**config.mk**
```make
export PLATFORM = sky130hd
export DESIGN_NAME = reg_file_sb
export DESIGN_NICKNAME = d
export VERILOG_FILES = /design/src/rtl/reg_file_sb.sv
export SDC_FILE = /design/constraint.sdc
export NUM_CORES = 2
export LEC_CHECK = 0
export ABC_AREA = 0
export BUFFER_PORTS_ARGS = -buffer_cell sky130_fd_sc_hd__buf_4
export CAP_MARGIN = 20
export CELL_PAD_IN_SITES_DETAIL_PLACEMENT = 0
export CELL_PAD_IN_SITES_GLOBAL_PLACEMENT = 1
export CORE_MARGIN = 10
export CORE_UTILIZATION = 55
export DETAILED_ROUTE_END_ITERATION = 8
export PLACE_DENSITY = 0.91
export SLEW_MARGIN = 20
export SYNTH_ARGS = -nofsm -noshare
export SYNTH_HDL_FRONTEND = slang
export SYNTH_SLANG_ARGS = --single-unit
export TNS_END_PERCENT = 50
```
**constraint.sdc**
```tcl
create_clock -name clk -period 36.3 [get_ports clk]
set_input_delay 0 -clock clk [delete_from_list [all_inputs] [get_ports clk]]
set_output_delay 0 -clock clk [all_outputs]
set_load 0.03 [all_outputs]
```
**src/rtl/reg_file_sb.sv**
```systemverilog
`default_nettype none
// +----------------------------------------------------------------------+
// | reg_file_sb : GPR file, 2 read + 1 write + debug port, with a        |
// |               per-register write-back scoreboard and pending count.  |
// | Revision    : 1.0                                                    |
// +----------------------------------------------------------------------+
module reg_file_sb #(
  parameter int DATA_W   = 32,
  parameter int ADDR_W   = 5,
  parameter int BYPASS   = 1,
  parameter int ZERO_REG = 1
) (
  input  logic              clk,
  input  logic              rst,
  input  logic [ADDR_W-1:0] rf_ra0,
  input  logic [ADDR_W-1:0] rf_ra1,
  output logic [DATA_W-1:0] rf_rd0,
  output logic [DATA_W-1:0] rf_rd1,
  output logic              rf_busy0,
  output logic              rf_busy1,
  input  logic              rf_we,
  input  logic [ADDR_W-1:0] rf_wa,
  input  logic [DATA_W-1:0] rf_wd,
  input  logic              iss_valid,
  input  logic [ADDR_W-1:0] iss_wa,
  output logic              iss_ready,
  output logic [ADDR_W:0]   pend_cnt,
  input  logic [ADDR_W-1:0] dbg_reg_ra,
  output logic [DATA_W-1:0] dbg_reg_rd
);

  localparam int          NREGS  = 2**ADDR_W;
  localparam logic [ADDR_W:0] c_ONE = {{ADDR_W{1'b0}}, 1'b1};

  logic [DATA_W-1:0] r_regs [NREGS];
  logic [NREGS-1:0]  r_busy;
  logic [ADDR_W:0]   r_pend_cnt;

  logic [NREGS-1:0]  w_busy_nxt;
  logic              w_set;
  logic              w_inc;
  logic              w_dec;
  logic              w_wr_ok;

  function automatic logic is_zero(input logic [ADDR_W-1:0] a);
    return (ZERO_REG != 0) && (a == '0);
  endfunction

  // Stored value with the hardwired-zero mask; reset forces the array to 0.
  function automatic logic [DATA_W-1:0] stored(input logic [ADDR_W-1:0] a);
    return is_zero(a) ? '0 : r_regs[a];
  endfunction

  function automatic logic fwd(input logic [ADDR_W-1:0] a);
    return (BYPASS != 0) && !rst && rf_we && (rf_wa == a) && !is_zero(a);
  endfunction

  assign w_wr_ok   = rf_we & ~is_zero(rf_wa);
  assign iss_ready = is_zero(iss_wa) | ~r_busy[iss_wa] | (rf_we & (rf_wa == iss_wa));
  assign w_set     = iss_valid & iss_ready & ~is_zero(iss_wa);
  assign w_inc     = w_set & ~r_busy[iss_wa];
  assign w_dec     = rf_we & r_busy[rf_wa] & ~(w_set & (iss_wa == rf_wa));

  assign rf_rd0     = fwd(rf_ra0) ? rf_wd : stored(rf_ra0);
  assign rf_rd1     = fwd(rf_ra1) ? rf_wd : stored(rf_ra1);
  assign rf_busy0   = r_busy[rf_ra0] & ~fwd(rf_ra0);
  assign rf_busy1   = r_busy[rf_ra1] & ~fwd(rf_ra1);
  assign dbg_reg_rd = stored(dbg_reg_ra);
  assign pend_cnt   = r_pend_cnt;

  // A new reservation outranks a completing write-back to the same register.
  always_comb begin
    w_busy_nxt = r_busy;
    if (rf_we)
      w_busy_nxt[rf_wa] = 1'b0;
    if (w_set)
      w_busy_nxt[iss_wa] = 1'b1;
    if (ZERO_REG != 0)
      w_busy_nxt[0] = 1'b0;
  end

  always_ff @(posedge clk or posedge rst) begin
    if (rst) begin
      r_busy     <= '0;
      r_pend_cnt <= '0;
    end else begin
      r_busy <= w_busy_nxt;
      if (w_inc && !w_dec)
        r_pend_cnt <= r_pend_cnt + c_ONE;
      else if (w_dec && !w_inc)
        r_pend_cnt <= r_pend_cnt - c_ONE;
    end
  end

  always_ff @(posedge clk or posedge rst) begin
    if (rst) begin
      for (int i = 0; i < NREGS; i++)
        r_regs[i] <= '0;
    end else if (w_wr_ok) begin
      r_regs[rf_wa] <= rf_wd;
    end
  end

endmodule
`default_nettype wire

```
Yosys cells after proc, flatten, opt, wreduce, memory -nomap -nowiden

Cells that the tools add are included.

Output and inout bits: 105
Bits of input ports: 61
Register bits after elaboration: 1,061
Word-level logic and storage cells: 130

Reduce and logical (&&, ||, !) cells: 21
Order comparisons: 11
Equality and inequality tests: 4
Add/subtract/negate cells: 2
Multiplexer cells: 33
Bitwise logic cells: 25

Operators by type and width:

| cell                                                       | number |
|---|---|
| bitwise mux 1024 bit                                       | 1 |
| binary-select mux 32 bit (select 5 bit)                    | 3 |
| 2-to-1 mux 32 bit                                          | 14 |
| demux 32 bit (select 5 bit)                                | 1 |
| bitwise AND 32 bit                                         | 1 |
| inverter 32 bit                                            | 1 |
| bitwise OR 32 bit                                          | 1 |
| logical NOT 5 bit                                          | 5 |
| >= comparator 6 bit, second input constant                 | 4 |
| less-than comparator 5 x 6 -> 1 bit, second input constant | 4 |
| inverter 5 -> 6 bit                                        | 4 |
| binary-select mux 1 bit (select 5 bit)                     | 4 |
| equality test 5 bit                                        | 4 |
| 2-to-1 mux 6 bit                                           | 2 |
| bitwise AND 1 bit                                          | 10 |
| demux 1 bit (select 5 bit)                                 | 2 |
| >= comparator 5 x 1 -> 1 bit, second input constant        | 2 |
| logical AND 1 bit                                          | 10 |
| adder 6 x 1 -> 6 bit, second input constant                | 1 |
| less-than comparator 6 x 1 -> 1 bit, second input constant | 1 |
| 2-to-1 mux 1 bit                                           | 6 |
| inverter 1 bit                                             | 6 |
| subtractor 6 x 1 -> 6 bit, second input constant           | 1 |
| logical NOT 1 bit                                          | 5 |
| 2 further kinds                                            | 3 |

Depth between registers and ports, before layout

Word-level depth: 13
Depth in mapped cells: 16
Depth with buffers taken out: 14

Least setup slack after synthesis

No wires, ideal clock.

Path type: register -> register
Start point: register r_busy[26]
End point: register r_pend_cnt[5], in the netlist pend_cnt[5]
Data required time: 36.219 ns
Cell stages (with the launch flop): 14
Slack: 33.209 ns
Arrival: 3.010 ns
Period minus slack after synthesis: 3.091 ns
Cells stage by stage: dfrtp_1 -> mux2_1 -> a221o_1 -> o21a_1 -> nor4_1 -> ha_1 -> inv_1 -> ha_1 -> a21oi_1 -> nand2_1 -> a21o_1 -> a21oi_1 -> mux2i_1 -> xnor2_1

Word-level cells in the longest chain between the ends: 13
Elaborated cells on any way between the ends: 20

RTL lines:

| what                                                   | RTL line | RTL |
|---|---|---|
| start: declaration                                     | 36       | `logic [NREGS-1:0] r_busy;` |
| start signal: assignment                               | 87       | `r_busy <= w_busy_nxt;` |
| binary-select mux 1 bit (select 5 bit)                 | 59, 61   |  |
| 2-to-1 mux 1 bit (not written as such)                 | 59, 61   |  |
| inverter 1 bit                                         | 59, 61   |  |
| bitwise OR 1 bit (2 in a row)                          | 59       | `assign iss_ready = is_zero(iss_wa) \| ~r_busy[iss_wa] \| (rf_we & (rf_wa == iss_wa));` |
| bitwise AND 1 bit (2 in a row)                         | 60       | `assign w_set = iss_valid & iss_ready & ~is_zero(iss_wa);` |
| bitwise AND 1 bit                                      | 62       | `assign w_dec = rf_we & r_busy[rf_wa] & ~(w_set & (iss_wa == rf_wa));` |
| inverter 1 bit                                         | 62       |  |
| bitwise AND 1 bit                                      | 62       |  |
| logical NOT 1 bit                                      | 88       | `if (w_inc && !w_dec)` |
| logical AND 1 bit                                      | 88       |  |
| 2-to-1 mux 6 bit or nonzero test 2 bit (tied branches) | -        |  |
| end signal: assignment                                 | 89       | `r_pend_cnt <= r_pend_cnt + c_ONE;` |
| end signal: assignment                                 | 91       | `r_pend_cnt <= r_pend_cnt - c_ONE;` |
| end: declaration                                       | 37       | `logic [ADDR_W:0] r_pend_cnt;` |

Several ways; a longest one is shown, not always the timed one. The select of a mux whose other input is x is not followed.
A chain may end at the register's enable or synchronous reset.

Worst setup path after layout

Start point: input port dbg_reg_ra[0]
End point: output port dbg_reg_rd[17]

Word-level cells in the longest chain between the ends: 5
Elaborated cells on any way between the ends: 6

RTL lines:

| what                                                 | RTL line | RTL |
|---|---|---|
| start: declaration                                   | 28       | `input logic [ADDR_W-1:0] dbg_reg_ra,` |
| inverter 5 -> 6 bit (not written as such)            | 51       | `return is_zero(a) ? '0 : r_regs[a];` |
| binary-select mux 32 bit (select 5 bit)              | 51       |  |
| 2-to-1 mux 32 bit (not written as such) (2 in a row) | 51       |  |
| 2-to-1 mux 32 bit *                                  | 51       |  |
| end: declaration                                     | 29       | `output logic [DATA_W-1:0] dbg_reg_rd` |

Every way passes the cells marked *; elsewhere a longest branch is shown, timed or not. The select of a mux whose other input is x is not followed.

==> metrics.md <==
| Metric | Value |
|---|---|
| Startpoint Class | primary input |
| CP Capture Type | output port |
| Net count, final | 4269 |
| Clock latency on the worst-skew pair | 0.71 ns |
| DIE HEIGHT | 366 um |
| EDFF count, synth | 0 |
| Synth cell types | 59 |
| Buffers on Ports | 165 |
| CP startpoint | dbg_reg_ra[0] |
| Global-route usage over all layers | 31.1% |
| Maximum vdd drop | 0.0414 mV |
| Post-place setup slack | 31.16 ns |
| Clock sink count | 1061 |
| R2r endpoint | pend_cnt[5]$_DFFE_PP0P_ |
| Setup_tns | 0 ns |
| Commonest cells after routing, fill and taps aside | dfrtp_1 (1061), mux2_2 (1022), mux4_2 (867), buf_4 (230), mux2i_1 (149) |
| Predominant post-synthesis flop cell | dfrtp_1 |
| Yosys reg bits | 1061 |
| Vias post-DR | 44700 |
| Final worst setup slack | 31.21 ns |
| CTS tree | done |
| Initial drt markers | 5484 |
| I/O pins | 166 |
| 1st-pass router iterations | 5 |
| Post-CTS setup buffer count | 0 |
| Die span in x | 366 um |
| Layout Cells excl Fill | 5909 |
| Minimum clock period | 5.09 ns |
| # H-tree levels | 3 |
| Clock Tree Buf Depth | 3 |
| Vias in the first global route | 45700 |
| Routed Antenna Nets | 0 |
| Core Rows | 126 |
| Inst Count DP | 5646 |
| Reg clk slew, reported paths | 0.07 ns |
| CTS Root Cell | clkbuf_16 |
| Core area | 119000 um^2 |
| MaxCap Viol Count | 0 |
| Max Slew Vio Count | 0 |
| Outcome | complete, but fails checks |
| Failing checks | negative hold slack |
| Required time of the critical path | 36.30 ns |
| Asr flop ratio synth | 100% |
| CP arrival | 5.09 ns |
| Fraction of layout cells with a size suffix above 1 | 55.4% |
| Placed cell area | 67700 um^2 |
| Final core utilization | 60.8% |
| RSZ-0062 raised after global routing | false |
| Final period utilization | 14.0% |
| Power per cell area | 54.3 nW/um^2 |
| Final hold slack | -0.000770 ns |
| Yosys warns | 0 |
| Vias per std cell | 7.56 |
| Cell count after synthesis | 4322 |
| Post-route cell area | 72100 um^2 |
| Number of fill cells | 8799 |
| Sequential share of the synthesized area | 40.3% |
| Grt ovf | 0 |
| Post-Route WL | 211000 um |
| Worst slew margin | 16.9% |
| Syn-to-layout area delta | 9.40% |
| FMAX | 0.197 GHz |
| Cts bufs inserted | 113 |
| Crit path max fanout | 78 |
| Worst hold-check path type | primary input to async pin |
| Total chip power | 3.91 mW |
| Setup CP Type | primary input to output port |
| Initial antenna violation count | 7 |
| Detail Placement HPWL | 115000 um |
| Placer Congestion | 0.842 |
| Synthesized area per cell | 15.2 um^2 |
| Post-DR wirelength/cell | 35.8 um |
| Syn Nets | 4390 |
| Reg2Reg Setup Slack | 32.84 ns |
| First-pass GRT wire length | 312000 um |
| Die Area | 134000 um^2 |
| Final Hold Fails | 3 |
| Worst r2r src | r_busy[26]$_DFF_PP0_ |
| Most common cell after layout, fill and taps aside | dfrtp_1 |
| Final clock skew | 0.00790 ns |
| Starting Density | 55.6% |
| Setup violators final | 0 |
| DRC | 0 |
| Least-Margin Pin Slew | 1.25 ns |
| R2r worst-path depth | 13 |
| Leakage | 30.2 nW |
| Critical path capture point | dbg_reg_rd[17] |
| Post-Syn Area | 65900 um^2 |
| Largest net degree at the start of global routing | 190 |
==> cells in the mapped netlist, types with 7 or more instances <==
master | n | area share [%]
a2111oi_0 | 19 | 0.25
a211o_1 | 20 | 0.27
a211oi_1 | 43 | 0.49
a21o_1 | 21 | 0.24
a21oi_1 | 12 | 0.091
a221o_1 | 22 | 0.33
a221oi_1 | 19 | 0.25
a22oi_1 | 21 | 0.24
a31oi_1 | 7 | 0.066
a32o_1 | 31 | 0.47
and2_1 | 7 | 0.066
buf_1 | 64 | 0.36
buf_2 | 185 | 1.4
buf_4 | 37 | 0.42
buf_6 | 12 | 0.21
clkbuf_1 | 222 | 1.3
dfrtp_1 | 1061 | 40
inv_1 | 64 | 0.36
mux2_2 | 1022 | 17
mux2i_1 | 149 | 2.3
mux4_2 | 867 | 30
nand2_1 | 100 | 0.57
nand2b_1 | 16 | 0.15
nand3_1 | 12 | 0.091
nor2_1 | 63 | 0.36
nor2b_1 | 53 | 0.50
o21ai_0 | 42 | 0.32
o21ai_1 | 10 | 0.076
o22ai_1 | 34 | 0.32
o31ai_1 | 13 | 0.15
xnor2_1 | 12 | 0.16
xor2_1 | 8 | 0.11
==> metal layers <==
layer  track usage (%)  part of all wire [%]  vias up
li1                  -                     -    17000
met1              40.2                    36    23700
met2              47.4                    46     3206
met3              8.95                    12      736
met4              16.9                   5.9       12
met5                 0                 0.038        -
==> sequential cells by signal (all words and copies together) (netlist names) <==
| register | flops |
|---|---|
| r_busy | 31 |
| r_regs | 1024 |
| pend_cnt | 6 |
==> cell type report <==
type / instances / area [um^2] / share of cell area [%]
Timing Repair Buffer: 284 / 2350 / 3.26
Clock inverter: 52 / 622 / 0.863
Antenna cell: 9 / 22.5 / 0.0312
Inverter: 65 / 251 / 0.349
Clock buffer: 162 / 3310 / 4.60
Sequential cell: 1061 / 26600 / 36.8
Multi-Input combinational cell: 2676 / 37000 / 51.3
Tap cell: 1600 / 2000 / 2.78
==> worst max-delay path: stages <==
cell     delay, ns
buf_8         0.67
buf_4         0.78
buf_4         0.89
buf_4         0.85
mux4_2        0.61
mux4_2        0.47
nand2_1       0.09
o21ai_0       0.25
buf_4         0.28
==> power by group <==
| group | switching [mW] | total [mW] | internal (mW) |
|---|---|---|---|
| Combinational | 0.428 | 1.04 | 0.613 |
| Sequential | 0.234 | 1.65 | 1.41 |
| Clock | 0.517 | 1.23 | 0.708 |
==> cell families after synthesis <==
| group | synth area share [%] |
|---|---|
| muxes | 49.4 |
| DFF | 40.3 |
| buffers and inverters | 4.03 |
| AOI/OAI and AO/OA | 3.78 |
| and+or+nand+nor | 2.07 |
| xor gates and xnor gates | 0.266 |
| adders and majority gates | 0.144 |
==> timing repair <==
action	4_1_cts	5_1_grt
resized for setup	0	0
hold endpoints to repair	1138	0
hold buffers	39	0
==> worst min path at each step <==
stage / endpoint / depth (start not counted) / start
3_3_place_gp: pend_cnt[5]$_DFFE_PP0P_ / 2 / rst
2_1_floorplan: r_regs[380]$_DFFE_PP0P_ / 1 / rf_wd[28]
6_report: r_regs[478]$_DFFE_PP0P_ / 3 / rst
3_5_place_dp: pend_cnt[5]$_DFFE_PP0P_ / 2 / rst
4_1_cts: r_busy[23]$_DFF_PP0_ / 3 / iss_valid
5_1_grt: r_busy[21]$_DFF_PP0_ / 3 / iss_valid
Power figures use the tool's default switching activity.
